<file path="config.mk">
export PLATFORM = sky130hd
export DESIGN_NAME = mem_access_ctrl_flat
export DESIGN_NICKNAME = d
export VERILOG_FILES = /design/src/rtl/mem_access_ctrl_if.sv /design/src/rtl/mem_access_ctrl.sv /design/src/flat_wrapper.sv
export SDC_FILE = /design/constraint.sdc
export NUM_CORES = 1
export LEC_CHECK = 0
export ABC_AREA = 1
export CORE_AREA = 5 5 195 197
export CTS_CLUSTER_SIZE = 20
export DETAILED_ROUTE_END_ITERATION = 16
export DIE_AREA = 0 0 200 202
export PLACE_DENSITY_LB_ADDON = 0.12
export SYNTH_ARGS = -nofsm -noshare
export SYNTH_HDL_FRONTEND = slang
export SYNTH_SLANG_ARGS = --single-unit
</file>
<file path="constraint.sdc">
create_clock -name clk -period 3.35 [get_ports clk]
set_clock_uncertainty 0.1 [all_clocks]
set_input_delay 0.67 -clock clk [delete_from_list [all_inputs] [get_ports clk]]
set_output_delay 0.67 -clock clk [all_outputs]
set_load 0.01 [all_outputs]
</file>
<file path="src/rtl/mem_access_ctrl_if.sv">
// Data-memory handshake bundle between the MEM stage and dmem.
// master = MEM-stage sequencer, slave = memory model / arbiter.
interface mem_access_ctrl_if;
  logic        dmem_req;
  logic        dmem_we;
  logic [63:0] dmem_addr;
  logic [63:0] dmem_wdata;
  logic [63:0] dmem_rdata;
  logic        dmem_ack;

  modport master (
    output dmem_req,
    output dmem_we,
    output dmem_addr,
    output dmem_wdata,
    input  dmem_rdata,
    input  dmem_ack
  );

  modport slave (
    input  dmem_req,
    input  dmem_we,
    input  dmem_addr,
    input  dmem_wdata,
    output dmem_rdata,
    output dmem_ack
  );
endinterface

</file>
<file path="src/rtl/mem_access_ctrl.sv">
// MEM-stage sequencer: issues dmem loads/stores, stalls upstream,
// registers MEM/WB fields; timeout guard (err) + stall counter.
// Ports: clk, reset (sync, high), EX/MEM ctrl/data in,
// dmem (master modport), stall, WB fields out, err, stall_cnt.
module mem_access_ctrl #(
  parameter int TIMEOUT = 16,
  parameter int CNT_W   = 32
) (
  input  logic             clk,
  input  logic             reset,
  input  logic             valid,
  input  logic             memread,
  input  logic             memwrite,
  input  logic             regwrite,
  input  logic             memtoreg,
  input  logic [63:0]      alures,
  input  logic [63:0]      writedata,
  input  logic [4:0]       RD,
  mem_access_ctrl_if.master dmem,
  output logic             stall,
  output logic             regwriteout,
  output logic             memtoregout,
  output logic [63:0]      aluresout,
  output logic [63:0]      readmemout,
  output logic [4:0]       RDout,
  output logic             err,
  output logic [CNT_W-1:0] stall_cnt
);

  localparam int TW = (TIMEOUT > 2) ? $clog2(TIMEOUT) : 1;
  localparam logic [0:0] S_IDLE = 1'b0;
  localparam logic [0:0] S_BUSY = 1'b1;

  logic [0:0]       r_state;
  logic [TW-1:0]    r_tcnt;
  logic             r_req;
  logic             r_we;
  logic [63:0]      r_addr;
  logic [63:0]      r_wdata;
  logic             r_rw;
  logic             r_m2r;
  logic [63:0]      r_alu;
  logic [63:0]      r_rdm;
  logic [4:0]       r_rd;
  logic             r_err;
  logic [CNT_W-1:0] r_cnt;

  logic w_memop;
  logic w_idle;
  logic w_busy;
  logic w_tout;
  logic w_done;
  logic w_rd_nz;

  assign w_memop = valid & (memread | memwrite);
  assign w_idle  = (r_state == S_IDLE);
  assign w_busy  = (r_state == S_BUSY);
  assign w_tout  = (r_tcnt == TW'(TIMEOUT - 1));
  assign w_done  = dmem.dmem_ack | w_tout;
  assign w_rd_nz = (RD != 5'd0);

  assign stall = (w_idle & w_memop) | (w_busy & ~w_done);

  always_ff @(posedge clk) begin
    if (reset) begin
      r_state <= S_IDLE;
      r_tcnt  <= '0;
      r_req   <= 1'b0;
      r_we    <= 1'b0;
      r_addr  <= '0;
      r_wdata <= '0;
      r_rw    <= 1'b0;
      r_m2r   <= 1'b0;
      r_alu   <= '0;
      r_rdm   <= '0;
      r_rd    <= '0;
      r_err   <= 1'b0;
      r_cnt   <= '0;
    end else begin
      if (stall && (r_cnt != '1))
        r_cnt <= r_cnt + 1'b1;
      unique case (1'b1)
        w_idle && !w_memop: begin
          r_rw  <= valid & regwrite & w_rd_nz;
          r_m2r <= memtoreg;
          r_alu <= alures;
          r_rd  <= RD;
          r_rdm <= '0;
        end
        w_idle && w_memop: begin
          r_rw    <= 1'b0;
          r_m2r   <= 1'b0;
          r_alu   <= '0;
          r_rd    <= '0;
          r_rdm   <= '0;
          r_addr  <= alures;
          r_wdata <= writedata;
          // read+write together is a store
          r_we    <= memwrite;
          r_req   <= 1'b1;
          r_tcnt  <= '0;
          r_state <= S_BUSY;
        end
        w_busy && !w_done: begin
          r_rw   <= 1'b0;
          r_m2r  <= 1'b0;
          r_alu  <= '0;
          r_rd   <= '0;
          r_rdm  <= '0;
          r_tcnt <= r_tcnt + 1'b1;
        end
        default: begin
          // completion; a coincident ack beats the timeout
          r_rw    <= dmem.dmem_ack & regwrite & w_rd_nz;
          r_m2r   <= memtoreg;
          r_alu   <= alures;
          r_rd    <= RD;
          r_rdm   <= (dmem.dmem_ack && !r_we) ?
                     dmem.dmem_rdata : 64'd0;
          r_err   <= r_err | ~dmem.dmem_ack;
          r_req   <= 1'b0;
          r_tcnt  <= '0;
          r_state <= S_IDLE;
        end
      endcase
    end
  end

  assign dmem.dmem_req   = r_req;
  assign dmem.dmem_we    = r_we;
  assign dmem.dmem_addr  = r_addr;
  assign dmem.dmem_wdata = r_wdata;

  assign regwriteout = r_rw;
  assign memtoregout = r_m2r;
  assign aluresout   = r_alu;
  assign readmemout  = r_rdm;
  assign RDout       = r_rd;
  assign err         = r_err;
  assign stall_cnt   = r_cnt;

endmodule

</file>
<file path="src/flat_wrapper.sv">
// flat-port wrapper written by rule: the top's interface ports become plain ports
module mem_access_ctrl_flat 
#(
  parameter int TIMEOUT = 16,
  parameter int CNT_W   = 32
)
  (clk, reset, valid, memread, memwrite, regwrite, memtoreg, alures, writedata, RD, stall, regwriteout, memtoregout, aluresout, readmemout, RDout, err, stall_cnt, dmem_dmem_req, dmem_dmem_we, dmem_dmem_addr, dmem_dmem_wdata, dmem_dmem_rdata, dmem_dmem_ack);
  mem_access_ctrl_if dmem_i ();
  input  logic clk;
  input  logic reset;
  input  logic valid;
  input  logic memread;
  input  logic memwrite;
  input  logic regwrite;
  input  logic memtoreg;
  input  logic [63:0] alures;
  input  logic [63:0] writedata;
  input  logic [4:0] RD;
  output logic stall;
  output logic regwriteout;
  output logic memtoregout;
  output logic [63:0] aluresout;
  output logic [63:0] readmemout;
  output logic [4:0] RDout;
  output logic err;
  output logic [CNT_W-1:0] stall_cnt;
  output wire logic [$bits(dmem_i.dmem_req)-1:0] dmem_dmem_req;
  output wire logic [$bits(dmem_i.dmem_we)-1:0] dmem_dmem_we;
  output wire logic [$bits(dmem_i.dmem_addr)-1:0] dmem_dmem_addr;
  output wire logic [$bits(dmem_i.dmem_wdata)-1:0] dmem_dmem_wdata;
  input wire logic [$bits(dmem_i.dmem_rdata)-1:0] dmem_dmem_rdata;
  input wire logic [$bits(dmem_i.dmem_ack)-1:0] dmem_dmem_ack;
  assign dmem_dmem_req = dmem_i.dmem_req;
  assign dmem_dmem_we = dmem_i.dmem_we;
  assign dmem_dmem_addr = dmem_i.dmem_addr;
  assign dmem_dmem_wdata = dmem_i.dmem_wdata;
  assign dmem_i.dmem_rdata = dmem_dmem_rdata;
  assign dmem_i.dmem_ack = dmem_dmem_ack;
  mem_access_ctrl #(.TIMEOUT(TIMEOUT), .CNT_W(CNT_W)) u_core (.clk(clk), .reset(reset), .valid(valid), .memread(memread), .memwrite(memwrite), .regwrite(regwrite), .memtoreg(memtoreg), .alures(alures), .writedata(writedata), .RD(RD), .dmem(dmem_i), .stall(stall), .regwriteout(regwriteout), .memtoregout(memtoregout), .aluresout(aluresout), .readmemout(readmemout), .RDout(RDout), .err(err), .stall_cnt(stall_cnt));
endmodule
</file>
==> metrics.cfg <==
[final_layout]
fill_cells=3549
syn_to_final_growth_pct=64.4
multi_input_area_mm2=0.00334
drive_above_1_share_pct=5.84
regArea_mm2=0.00605
nNetsFinal=1980
finalInstanceArea_mm2=0.0170

[worst_setup_path]
arrival_ns=2.14
slowest_stage=clkdlybuf4s50_1
worstPathRequired_ns=2.58
r2r_slack_ns=1.10
crit_chain=clkdlybuf4s50_1 -> inv_1 -> nand2_1 -> nand3_2 -> nand2_2 -> clkdlybuf4s50_1
crit_top_cell=clkdlybuf4s50_1
worst-setup-path-type=in2out
cp-end-kind=output port
worst_setup_path_start_kind=input port
critPathMaxStageDelay_ns=0.56
cp_max_fo=3

[grt]
antenna_found_initial=7
grt_pass1_wl_um=57300
met1_usage_pct=20.3
busiest_layer=met2
grt_use_met2_pct=30.5
gr-usage-all-layers_pct=18.2
grt_use_met3_pct=7.43
grt-ovfl-total=0
grt_max_degree=74
grt_pass1_vias=9699

[clock_tree]
cts_hold_buffers=0
ctsResizeCount=0
cts_buffers=36
post-cts-setup-buffers=0
cts_buffer_depth=3
clockRootBuffer=clkbuf_16
cts_sinks=302
cts_tree=done
h-tree-depth=2
clk_pin_slew_ns=0.06
worstSkewPairLatency_ns=0.53

[synthesis]
ys_seq_area_share_pct=58.3
syn_nets=1492
syn_avg_cell_area_um2=8.07
ys_ff_latch=302
yosysWarningCount=0
synth_area_mm2=0.0104
yosys.cell_types.count=25
netlist_instances=1285

[floorplanning]
coreArea_mm2=0.0361
die_area_mm2=0.0404
start_util_pct=28.7
die_y_um=202
die_w_um=200
rows=70
ioPinCount=504

[placement]
placed_area_mm2=0.0158
gp_congestion=0.785
numPortBuffers=503
hpwl_um=28100

[detailed_routing]
drt-wirelength-per-cell_um=16.9
drt_iter0_markers=381
ant_nets=0
routed_wl_um=38300
dr.pass1.iters=6
drc_errors=0
vias_per_cell=4.27
num_vias=9698

[power_and_ir_drop]
leakage_nw=7.01
ir_drop_mv=0.389
power_density_mw_per_mm2=526

[timing]
hold_viol=0
whs_ns=0.361
fmax_mhz=344
slew_viol_final=0
period_share_pct=86.9
post-route-min-period_ns=2.91
finalSetupViolCount=0
grt_setup_unrepaired=false
tightest_slew_ns=0.861
fin_setup_tns_ns=0
maxSlewHeadroom_pct=42.6

[status]
outcome=finished, final reports clean

[job]
drv_cap=0

[worst_hold_path]
hold_path_class=reg2reg

## metrics by stage
| step | instances | setup WS (ns) | total power [mW] | util (%) |
|---|---|---|---|---|
| after floorplan | 1285 | 1.34 | 4.34 | - |
| after global placement | 2203 | 0.402 | 5.10 | 43.8 |
| after detailed placement | 2203 | 0.397 | 5.10 | 43.8 |
| after CTS | 2267 | 0.396 | 9.13 | 47.2 |
| after global routing | 2273 | 0.355 | 9.36 | 47.2 |
| final | 2273 | 0.440 | 8.96 | 47.2 |
## state kept, by name (all words and copies together) (netlist names)
signal / cells
u_core.aluresout: 64
u_core.readmemout: 64
u_core.regwriteout: 1
u_core.r_state: 1
u_core.dmem.dmem_wdata: 64
u_core.dmem.dmem_addr: 64
u_core.memtoregout: 1
u_core.r_tcnt: 4
u_core.RDout: 5
u_core.err: 1
u_core.stall_cnt: 32
u_core.dmem.dmem_we: 1
## final timing paths
kind / start / end / depth (start not counted)
setup / recovery: memwrite / stall / 6
hold / removal: u_core.dmem.dmem_wdata[54]$_SDFFE_PP0P_ / u_core.dmem.dmem_wdata[54]$_SDFFE_PP0P_ / 2
setup reg to reg: u_core.stall_cnt[0]$_SDFFE_PP0P_ / u_core.stall_cnt[20]$_SDFFE_PP0P_ / 10
hold reg to reg: u_core.dmem.dmem_wdata[54]$_SDFFE_PP0P_ / u_core.dmem.dmem_wdata[54]$_SDFFE_PP0P_ / 2
## layer usage
metal | routed length (um) | part of all wire [%]
met4 | 1150 | 3.0
met5 | 13 | 0.034
met1 | 14700 | 38
met3 | 4060 | 11
met2 | 18400 | 48
## where the power goes
group | switching [mW] | leakage, nW | internal (mW)
clock | 1.54 | 0.593 | 2.40
combinational | 0.521 | 3.94 | 0.628
sequential | 0.0800 | 2.47 | 3.78
## logic make-up after synthesis
family / count (synthesis) / synth area share [%]
and+or+nand+nor: 508 / 19.9
DFF: 302 / 58.3
buffers and inverters: 235 / 9.47
AOI/OAI and AO/OA: 232 / 11.6
xor gates and xnor gates: 6 / 0.507
adders and majority gates: 2 / 0.241
## cell usage in the layout, fill, tap and decap left out, drive strengths merged
cell           instances
a21oi                165
buf                   13
bufinv                 2
clkbuf                54
clkdlybuf4s50        502
clkinv                 5
clkinvlp               1
dfxtp                302
diode                  6
ha                     2
inv                  172
nand2                228
nand3                 43
nand3b                 1
nand4                  6
nor2                 228
nor3                   2
o21ai                 67
xnor2                  2
xor2                   4
## synthesized netlist by cell type, drive strengths merged
library cell / count / area share [%]
nand4: 6 / 0.36
nor3: 2 / 0.14
inv: 170 / 6.2
dfxtp: 302 / 58
a21oi: 165 / 8.3
buf: 28 / 2.0
xor2: 4 / 0.34
nand3b: 1 / 0.072
nand3: 43 / 2.2
o21ai: 67 / 3.2
nor2: 228 / 8.6
ha: 2 / 0.24
nand2: 228 / 8.5
xnor2: 2 / 0.17
clkbuf: 37 / 1.3
## worst max-delay path, delay by kind of cell
kind | cells | cell delay [ns]
simple gates | 3 | 0.40
buf+inv | 3 | 1.07
## cell type report
| cell class | count | share of cell area [%] |
|---|---|---|
| repair buffers | 515 | 30.6 |
| diodes | 6 | 0.0881 |
| clock inverters | 10 | 0.646 |
| well taps | 468 | 3.44 |
| flip-flops and latches | 302 | 35.5 |
| clock buffers | 54 | 6.40 |
| inverters | 170 | 3.76 |
| multi-input cells | 748 | 19.6 |
(Power assumes the default switching activity.)
